### src/rtl/cv32e40p_tmr_fault_manager.sv
// TMR fault manager: counts per-replica outvotes, sequences resyncs, degrades and flags fatal errors.
// Optional correction-cycle statistics counter enabled by defining CV32E40P_TMR_FM_STATS_EN.
module cv32e40p_tmr_fault_manager #(
    parameter int unsigned N_IN       = 1,
    parameter int unsigned CNT_W      = 8,
    parameter int unsigned ERR_THRESH = 16,
    parameter int unsigned MAX_RESYNC = 3
) (
    input  logic                  clk,
    input  logic                  rst,
    input  logic                  vote_valid_i,
    input  logic [N_IN-1:0]       err_corrected_i,
    input  logic [N_IN-1:0]       err_detected_i,
    input  logic [N_IN-1:0][2:0]  faulty_rep_i,
    output logic                  resync_req_o,
    output logic [2:0]            resync_rep_o,
    input  logic                  resync_ack_i,
    output logic [2:0]            rep_disable_o,
    output logic                  fatal_o,
    output logic [1:0]            state_o
`ifdef CV32E40P_TMR_FM_STATS_EN
    ,
    output logic [31:0]           stat_corr_cnt_o
`endif
);

    localparam int unsigned RC_W = (MAX_RESYNC < 1) ? 1 : $clog2(MAX_RESYNC + 1);
    localparam logic [CNT_W-1:0] THRESH = CNT_W'(ERR_THRESH);
    localparam logic [RC_W-1:0]  MAX_RC = RC_W'(MAX_RESYNC);

    typedef enum logic [1:0] {
        MONITOR  = 2'b00,
        RESYNC   = 2'b01,
        DEGRADED = 2'b10,
        FATAL    = 2'b11
    } state_e;

    state_e                 state_q, state_d;
    logic [2:0][CNT_W-1:0]  cnt_q, cnt_d, cnt_inc;
    logic [2:0][RC_W-1:0]   rc_q, rc_d;
    logic                   req_q, req_d;
    logic [2:0]             rep_q, rep_d;
    logic [2:0]             dis_q, dis_d;
    logic                   fatal_q, fatal_d;
    logic [2:0]             hit;
    logic                   fatal_cond;
    logic                   any_det;
    logic                   found;

    always_comb begin
        hit = '0;
        for (int unsigned k = 0; k < N_IN; k++) begin
            for (int unsigned r = 0; r < 3; r++) begin
                if (err_corrected_i[k] && faulty_rep_i[k][r]) hit[r] = 1'b1;
            end
        end
        hit        = hit & {3{vote_valid_i}};
        fatal_cond = vote_valid_i && |(err_detected_i & ~err_corrected_i);
        any_det    = vote_valid_i && |err_detected_i;
        for (int unsigned r = 0; r < 3; r++) begin
            cnt_inc[r] = (hit[r] && cnt_q[r] != '1) ? cnt_q[r] + 1'b1 : cnt_q[r];
        end
    end

    always_comb begin
        state_d = state_q;
        cnt_d   = cnt_q;
        rc_d    = rc_q;
        req_d   = req_q;
        rep_d   = rep_q;
        dis_d   = dis_q;
        fatal_d = fatal_q;
        found   = 1'b0;
        unique case (state_q)
            MONITOR: begin
                if (fatal_cond) begin
                    state_d = FATAL;
                    fatal_d = 1'b1;
                end else begin
                    cnt_d = cnt_inc;
                    // Lowest-index replica wins when several cross the threshold together.
                    for (int unsigned r = 0; r < 3; r++) begin
                        if (!found && cnt_inc[r] >= THRESH) begin
                            found    = 1'b1;
                            rep_d    = '0;
                            rep_d[r] = 1'b1;
                        end
                    end
                    if (found) begin
                        state_d = RESYNC;
                        req_d   = 1'b1;
                    end
                end
            end
            RESYNC: begin
                if (fatal_cond) begin
                    state_d = FATAL;
                    fatal_d = 1'b1;
                    req_d   = 1'b0;
                end else begin
                    for (int unsigned r = 0; r < 3; r++) begin
                        if (!rep_q[r]) cnt_d[r] = cnt_inc[r];
                    end
                    if (resync_ack_i) begin
                        for (int unsigned r = 0; r < 3; r++) begin
                            if (rep_q[r]) begin
                                cnt_d[r] = '0;
                                rc_d[r]  = rc_q[r] + 1'b1;
                                if (rc_d[r] >= MAX_RC) dis_d[r] = 1'b1;
                            end
                        end
                        req_d   = 1'b0;
                        rep_d   = '0;
                        state_d = (|(dis_d & rep_q)) ? DEGRADED : MONITOR;
                    end
                end
            end
            DEGRADED: begin
                if (any_det) begin
                    state_d = FATAL;
                    fatal_d = 1'b1;
                end
            end
            FATAL: begin
                req_d   = 1'b0;
                fatal_d = 1'b1;
            end
        endcase
    end

    always_ff @(posedge clk) begin
        if (rst) begin
            state_q <= MONITOR;
            cnt_q   <= '0;
            rc_q    <= '0;
            req_q   <= 1'b0;
            rep_q   <= '0;
            dis_q   <= '0;
            fatal_q <= 1'b0;
        end else begin
            state_q <= state_d;
            cnt_q   <= cnt_d;
            rc_q    <= rc_d;
            req_q   <= req_d;
            rep_q   <= rep_d;
            dis_q   <= dis_d;
            fatal_q <= fatal_d;
        end
    end

    assign resync_req_o  = req_q;
    assign resync_rep_o  = rep_q;
    assign rep_disable_o = dis_q;
    assign fatal_o       = fatal_q;
    assign state_o       = state_q;

`ifdef CV32E40P_TMR_FM_STATS_EN
    logic [31:0] stat_q, stat_d;

    always_comb begin
        stat_d = stat_q;
        if (state_q != FATAL && vote_valid_i && |err_corrected_i && stat_q != '1) begin
            stat_d = stat_q + 1'b1;
        end
    end

    always_ff @(posedge clk) begin
        if (rst) stat_q <= '0;
        else     stat_q <= stat_d;
    end

    assign stat_corr_cnt_o = stat_q;
`endif

endmodule

### config.mk
export PLATFORM = sky130hd
export DESIGN_NAME = cv32e40p_tmr_fault_manager
export DESIGN_NICKNAME = d
export VERILOG_FILES = /design/src/rtl/cv32e40p_tmr_fault_manager.sv
export SDC_FILE = /design/constraint.sdc
export NUM_CORES = 1
export LEC_CHECK = 0
export BUFFER_PORTS_ARGS = -buffer_cell sky130_fd_sc_hd__buf_4
export CORE_MARGIN = 2
export CORE_UTILIZATION = 25
export DETAILED_ROUTE_END_ITERATION = 6
export PLACE_DENSITY_LB_ADDON = 0.08
export RECOVER_POWER = 100
export SLEW_MARGIN = 30
export SYNTH_ARGS = -nofsm -noshare
export SYNTH_HDL_FRONTEND = slang
export SYNTH_SLANG_ARGS = --single-unit
export TNS_END_PERCENT = 1
### constraint.sdc
create_clock -name clk -period 4.2 [get_ports clk]
set_input_delay 0.84 -clock clk [delete_from_list [all_inputs] [get_ports clk]]
set_output_delay 0.84 -clock clk [all_outputs]
set_load 0.03 [all_outputs]
Yosys cells after proc, flatten, opt, wreduce, memory -nomap -nowiden
Cells that the tools add are included.
{"block": "word_totals", "reg_bits": 40, "in_bits": 9, "output_inout_bits": 10, "word_cells": 132}
{"block": "op_classes", "addsub": 6, "order_cmp": 6, "n_eq_ne": 15, "muxes": 62, "bitwise": 5, "n_reduce_logical": 27}
{"cell": "$mux W24", "n": 3}
{"cell": "$mux W8", "n": 9}
{"cell": "$pmux W24 S2", "n": 1}
{"cell": "$mux W1", "n": 33}
{"cell": "$add A8 B1 Y8 const B", "n": 3}
{"cell": "$ge A8 B5 Y1 const B", "n": 3}
{"cell": "$ne A8 B8 Y1 const B", "n": 3}
{"cell": "$reduce_and A4 Y1", "n": 5}
{"cell": "$mux W3", "n": 6}
{"cell": "$mux W2", "n": 6}
{"cell": "$logic_and A1 B1 Y1", "n": 10}
{"cell": "$ne A2 B2 Y1 const B", "n": 5}
{"cell": "$add A2 B1 Y2 const B", "n": 3}
{"cell": "$and A3 B3 Y3", "n": 2}
{"cell": "$ge A2 B2 Y1 const B", "n": 3}
{"cell": "$ne A3 B3 Y1 const B", "n": 2}
{"cell": "$pmux W1 S3", "n": 2}
{"cell": "$pmux W2 S3", "n": 1}
{"cell": "$pmux W3 S2", "n": 1}
{"cell": "$reduce_and A3 Y1", "n": 2}
{"cell": "$reduce_bool A3 Y1", "n": 2}
{"cell": "$reduce_and A5 Y1", "n": 1}
{"cell": "$eq A2 B2 Y1 const B", "n": 2}
{"cell": "$ne A4 B4 Y1 const B", "n": 1}
{"cell": "other kinds (10)", "n": 12}

Logic depth before layout (Yosys ltp)
{"block": "depth", "ltp_word": 22, "depth_mapped": 9, "ltp_nobuf": 9}

Worst setup path before layout
Ideal clock, no wire load.
{"block": "synth_timing", "path_type": "input to register", "start": "input faulty_rep_i[1] (netlist name)", "end": "register state_q[0], in the netlist state_o[0]", "setup_time_ps": 133, "arrival_ps": 2534, "required_ps": 4067, "setup_slack_ps": 1533, "path_stages": 7, "path_buffers": 0, "path_cell_list": "nand4_2 or3_4 o21ai_2 or4b_4 nand4bb_4 a311oi_1 a211oi_2"}
{"block": "synth_between", "elab_chain_cells": 17}
{"element": "from (decl)", "line": "14", "rtl": "input logic [N_IN-1:0][2:0] faulty_rep_i,"}
{"element": "$logic_and A1 B1 Y1 (*)", "line": "54", "rtl": "if (err_corrected_i[k] && faulty_rep_i[k][r]) hit[r] = 1'b1;"}
{"element": "$mux W1 (*)", "line": "54"}
{"element": "$and A3 B3 Y3 (*)", "line": "57", "rtl": "hit = hit & {3{vote_valid_i}};"}
{"element": "$logic_and A1 B1 Y1 (*)", "line": "61", "rtl": "cnt_inc[r] = (hit[r] && cnt_q[r] != '1) ? cnt_q[r] + 1'b1 : cnt_q[r];"}
{"element": "$mux W8 (*)", "line": "61"}
{"element": "$ge A8 B5 Y1 (*)", "line": "83", "rtl": "if (!found && cnt_inc[r] >= THRESH) begin"}
{"element": "$logic_and A1 B1 Y1 (*)", "line": "83"}
{"element": "$mux W1 (*)", "line": "83"}
{"element": "$mux W1 (*)", "line": "76", "rtl": "if (fatal_cond) begin"}
{"element": "$mux W1 (*)", "line": "74", "rtl": "unique case (state_q)"}
{"element": "$logic_not A1 Y1", "line": "83"}
{"element": "$logic_and A1 B1 Y1", "line": "83"}
{"element": "$mux W1 (*)", "line": "83"}
{"element": "$mux W1 (*)", "line": "76"}
{"element": "$mux W1 (*)", "line": "74"}
{"element": "$ne A3 B3 Y1 (no line) (*)"}
{"element": "$reduce_and A4 Y1 (no line) (*)"}
{"element": "to (signal assigned)", "line": "141", "rtl": "state_q <= state_d;"}
{"element": "to (decl)", "line": "38", "rtl": "state_e state_q, state_d;"}
Every way passes the cells marked *; elsewhere a longest branch is shown, timed or not. The select of a mux whose other input is x is not followed.
A chain may end at the register's enable or synchronous reset.

Worst setup path after layout
{"block": "layout_timing", "start": "register state_q[1], in the netlist state_o[1]", "end": "register cnt_q[16] (netlist name)"}
{"block": "layout_between", "elab_chain_cells": 3, "word_cells_on_any_way": 7, "cone_classes": "eq/ne: 3; mux: 1; reduce/logical: 3"}
{"element": "$eq A2 B1 Y1 / $logic_not A2 Y1 (equally long branches)", "line": "74"}
{"element": "$ne A2 B2 Y1 (no line) / $reduce_bool A2 Y1 (equally long branches)"}
{"element": "$reduce_and A3 Y1 (no line)"}
{"element": "to (signal assigned)", "line": "142", "rtl": "cnt_q <= cnt_d;"}
{"element": "to (decl)", "line": "39", "rtl": "logic [2:0][CNT_W-1:0] cnt_q, cnt_d, cnt_inc;"}
Parallel ways exist; a longest one is shown, timed or not.

==> impl_metrics.py <==
metrics = {
    "run_status": {
        "status": "completed",
    },
    "global_routing": {
        "grt_usage_pct": 13.2,
        "overflow": 0,
        "grt_pass1_vias": 2306,
        "grt_max_degree": 42,
        "grt_pass1_wl_microns": 11700,
        "antenna_found_initial": 0,
    },
    "worst_setup_path": {
        "crit_path_end_kind": "flip-flop",
        "crit_top_cell": "nor2_1",
        "crit_arrival_ns": 3.24,
        "cp.buffers_inverters": 2,
        "path_cells": "inv_1 -> ha_1 -> o21ai_0 -> clkbuf_1 -> nor2_1 -> mux2_2 -> a22oi_1 -> nor2_1",
        "rr_startpoint": "state_o[1]",
        "cp_max_fo": 13,
        "crit_path_start_kind": "flip-flop",
        "crit_required_ns": 4.36,
        "crit_family": "compound AO/OA/AOI/OAI gates",
        "slowest_delay_ns": 0.85,
        "crit_path_start": "state_o[1]",
        "cp_slowest_cell": "o21ai_0",
        "path_class": "reg2reg",
        "r2r_slack_ns": 1.12,
    },
    "timing": {
        "max-slew-margin-rel_pct": 26.3,
        "rsz0062_at_grt": "false",
        "fmax_mhz": 325,
        "timing.final.crit_period_ns": 3.08,
        "drv_slew": 0,
        "period_share_pct": 73.3,
        "tightest_slew_ns": 1.09,
        "finalHoldViolCount": 0,
        "fin_skew_ns": 0.00816,
        "setup_viol": 0,
        "final.setup.tns_ns": 0,
    },
    "logic_synthesis": {
        "synth_warnings": 0,
        "synth_seq_cells": 40,
        "syn_area_per_cell_sq_um": 7.76,
        "synth_edf_count": 0,
        "synthArstFlopShare_pct": 0,
        "synthTopCellsByArea": "dfxtp_1 32%, nor2_1 8.5%, ha_1 6.0%, a21oi_1 5.8%, nand2_1 4.6%",
        "yosysTopAreaCell": "dfxtp_1",
        "synth_ff_type": "dfxtp_1",
        "syn_area_sq_mm": 0.00252,
        "postSynthCellCount": 325,
        "yosysSeqAreaShare_pct": 31.7,
        "synth_top_area_share_pct": 31.7,
        "synth.distinct_cells": 52,
        "synthesis.nets": 346,
    },
    "floorplan": {
        "die_h_microns": 104,
        "row_count": 36,
        "num_io_pins": 19,
        "start_util_pct": 25.8,
        "die_area_sq_mm": 0.0109,
        "core_area_sq_mm": 0.00977,
        "chipWidth_microns": 104,
    },
    "clocking": {
        "cts-hold-fix-buffers": 0,
        "cts.path.max_buffers": 2,
        "post_cts_buffers": 0,
        "h-tree-depth": 2,
        "cts_buffers": 5,
        "path_clk_slew_ns": 0.09,
        "clkSinkCount": 40,
        "cts_resized": 0,
        "root_buffer": "clkbuf_8",
        "clock_latency_ns": 0.29,
        "cts_tree": "yes",
    },
    "hold_path": {
        "hold_class": "reg2reg",
        "hp-start": "fatal_o",
    },
    "pwr": {
        "ir_worst_vdd_mv": 0.103,
        "p_per_area_mw_per_mm2": 296,
        "total_power_w": 0.000832,
        "leakagePower_nw": 0.990,
    },
    "route": {
        "wl_per_cell_microns": 14.6,
        "drt-total-wl_microns": 6910,
        "via_per_inst": 5.05,
        "drc_errors": 0,
        "num_vias": 2385,
        "ant_nets": 0,
        "drt_first_pass_iters": 4,
        "drtIter0Drc": 133,
    },
    "final_layout": {
        "fin_nets": 359,
        "postLayoutCoreUtil_pct": 28.8,
        "syn_to_final_growth_pct": 11.6,
        "drive_above_1_share_pct": 10.0,
        "diodes": 0,
        "final.fill_count": 1126,
    },
    "place": {
        "dpl.hpwl_microns": 4980,
        "gp_congestion": 0.780,
        "io_buffers": 18,
    },
    "flow_run": {
        "cap_violations": 0,
    },
}
[through the flow]
step | std cells | setup WS [ns] | hold slack (ns) | cell area [sq um]
after floorplan | 325 | 1.53 | 0.459 | 2520
after global placement | 464 | 1.28 | 0.465 | 2790
after detailed placement | 464 | 1.21 | 0.474 | 2790
after CTS | 472 | 1.54 | 0.495 | 2880
after global routing | 472 | 0.828 | 0.519 | 2810
final | 472 | 1.12 | 0.480 | 2810
[flip-flops by register name, summed over array words and instances, names as in the netlist]
register,count
cnt_q,24
fatal_o,1
rc_q,6
rep_disable_o,3
resync_rep_o,3
resync_req_o,1
state_o,2
[report_power, final]
group,switching (W),internal [W],total (W)
Clock,0.000141,0.000131,0.000273
Sequential,0.0000119,0.000388,0.000400
Combinational,0.000114,0.0000455,0.000159
[cell type report]
type	instances	area [sq um]	area share, %
Sequential cell	40	801	28.5
Multi-Input combinational cell	264	1620	57.5
Timing Repair Buffer	20	109	3.87
Clock inverter	2	10.0	0.356
Inverter	7	26.3	0.934
Tap cell	133	166	5.91
Clock buffer	6	82.6	2.93
[worst min-delay path, cell delays in order (launching register included)]
cell     delay [ns]
dfxtp_1        0.34
a21oi_1        0.04
nor2_1         0.07
[cells in the mapped netlist (6+ instances only)]
| cell type | instances |
|---|---|
| ha_1 | 12 |
| nor2_1 | 57 |
| o31ai_1 | 6 |
| a21oi_1 | 29 |
| nor3_1 | 6 |
| a31oi_1 | 6 |
| nand3_1 | 10 |
| o21ai_0 | 18 |
| clkbuf_1 | 14 |
| dfxtp_1 | 40 |
| a22oi_1 | 11 |
| inv_1 | 7 |
| nand2_1 | 31 |
[placed cells by master (no fill, tap or decap), types with 5 or more instances in the layout]
cell	netlist	layout
clkbuf_8	0	6
a31oi_1	6	6
mux2_2	5	5
and3_1	5	5
a21oi_1	29	29
ha_1	12	12
dfxtp_1	40	40
inv_1	7	7
o31ai_1	6	6
nand3_1	10	10
buf_4	0	9
a22oi_1	11	11
nor2_1	57	57
nand2_1	31	31
clkbuf_1	14	11
nand4_1	5	5
o21ai_0	18	21
nor3_1	6	6
[per-layer routing]
layer / up-vias / global-route usage (%) / part of all wire, %
met5: - / 0 / 0
met2: 28 / 21.3 / 45
met4: 0 / 2.99 / 0.55
li1: 1230 / - / -
met1: 1123 / 18.3 / 52
met3: 4 / 2.19 / 2.4
[cells by family after synthesis]
logic type	synth area share, %
simple gates	30.0
compound gates	24.6
flops	31.7
buf+inv	3.13
fa+ha+maj	5.95
mux	3.62
xor+xnor	1.04
[path summary, 6_finish.rpt]
path	end	cells past startpoint
worst max-delay path	cnt_q[16]	8
worst min-delay path	fatal_o	2
worst max register to register	cnt_q[16]	8
worst min register to register	fatal_o	2
Power figures use the tool's default switching activity.
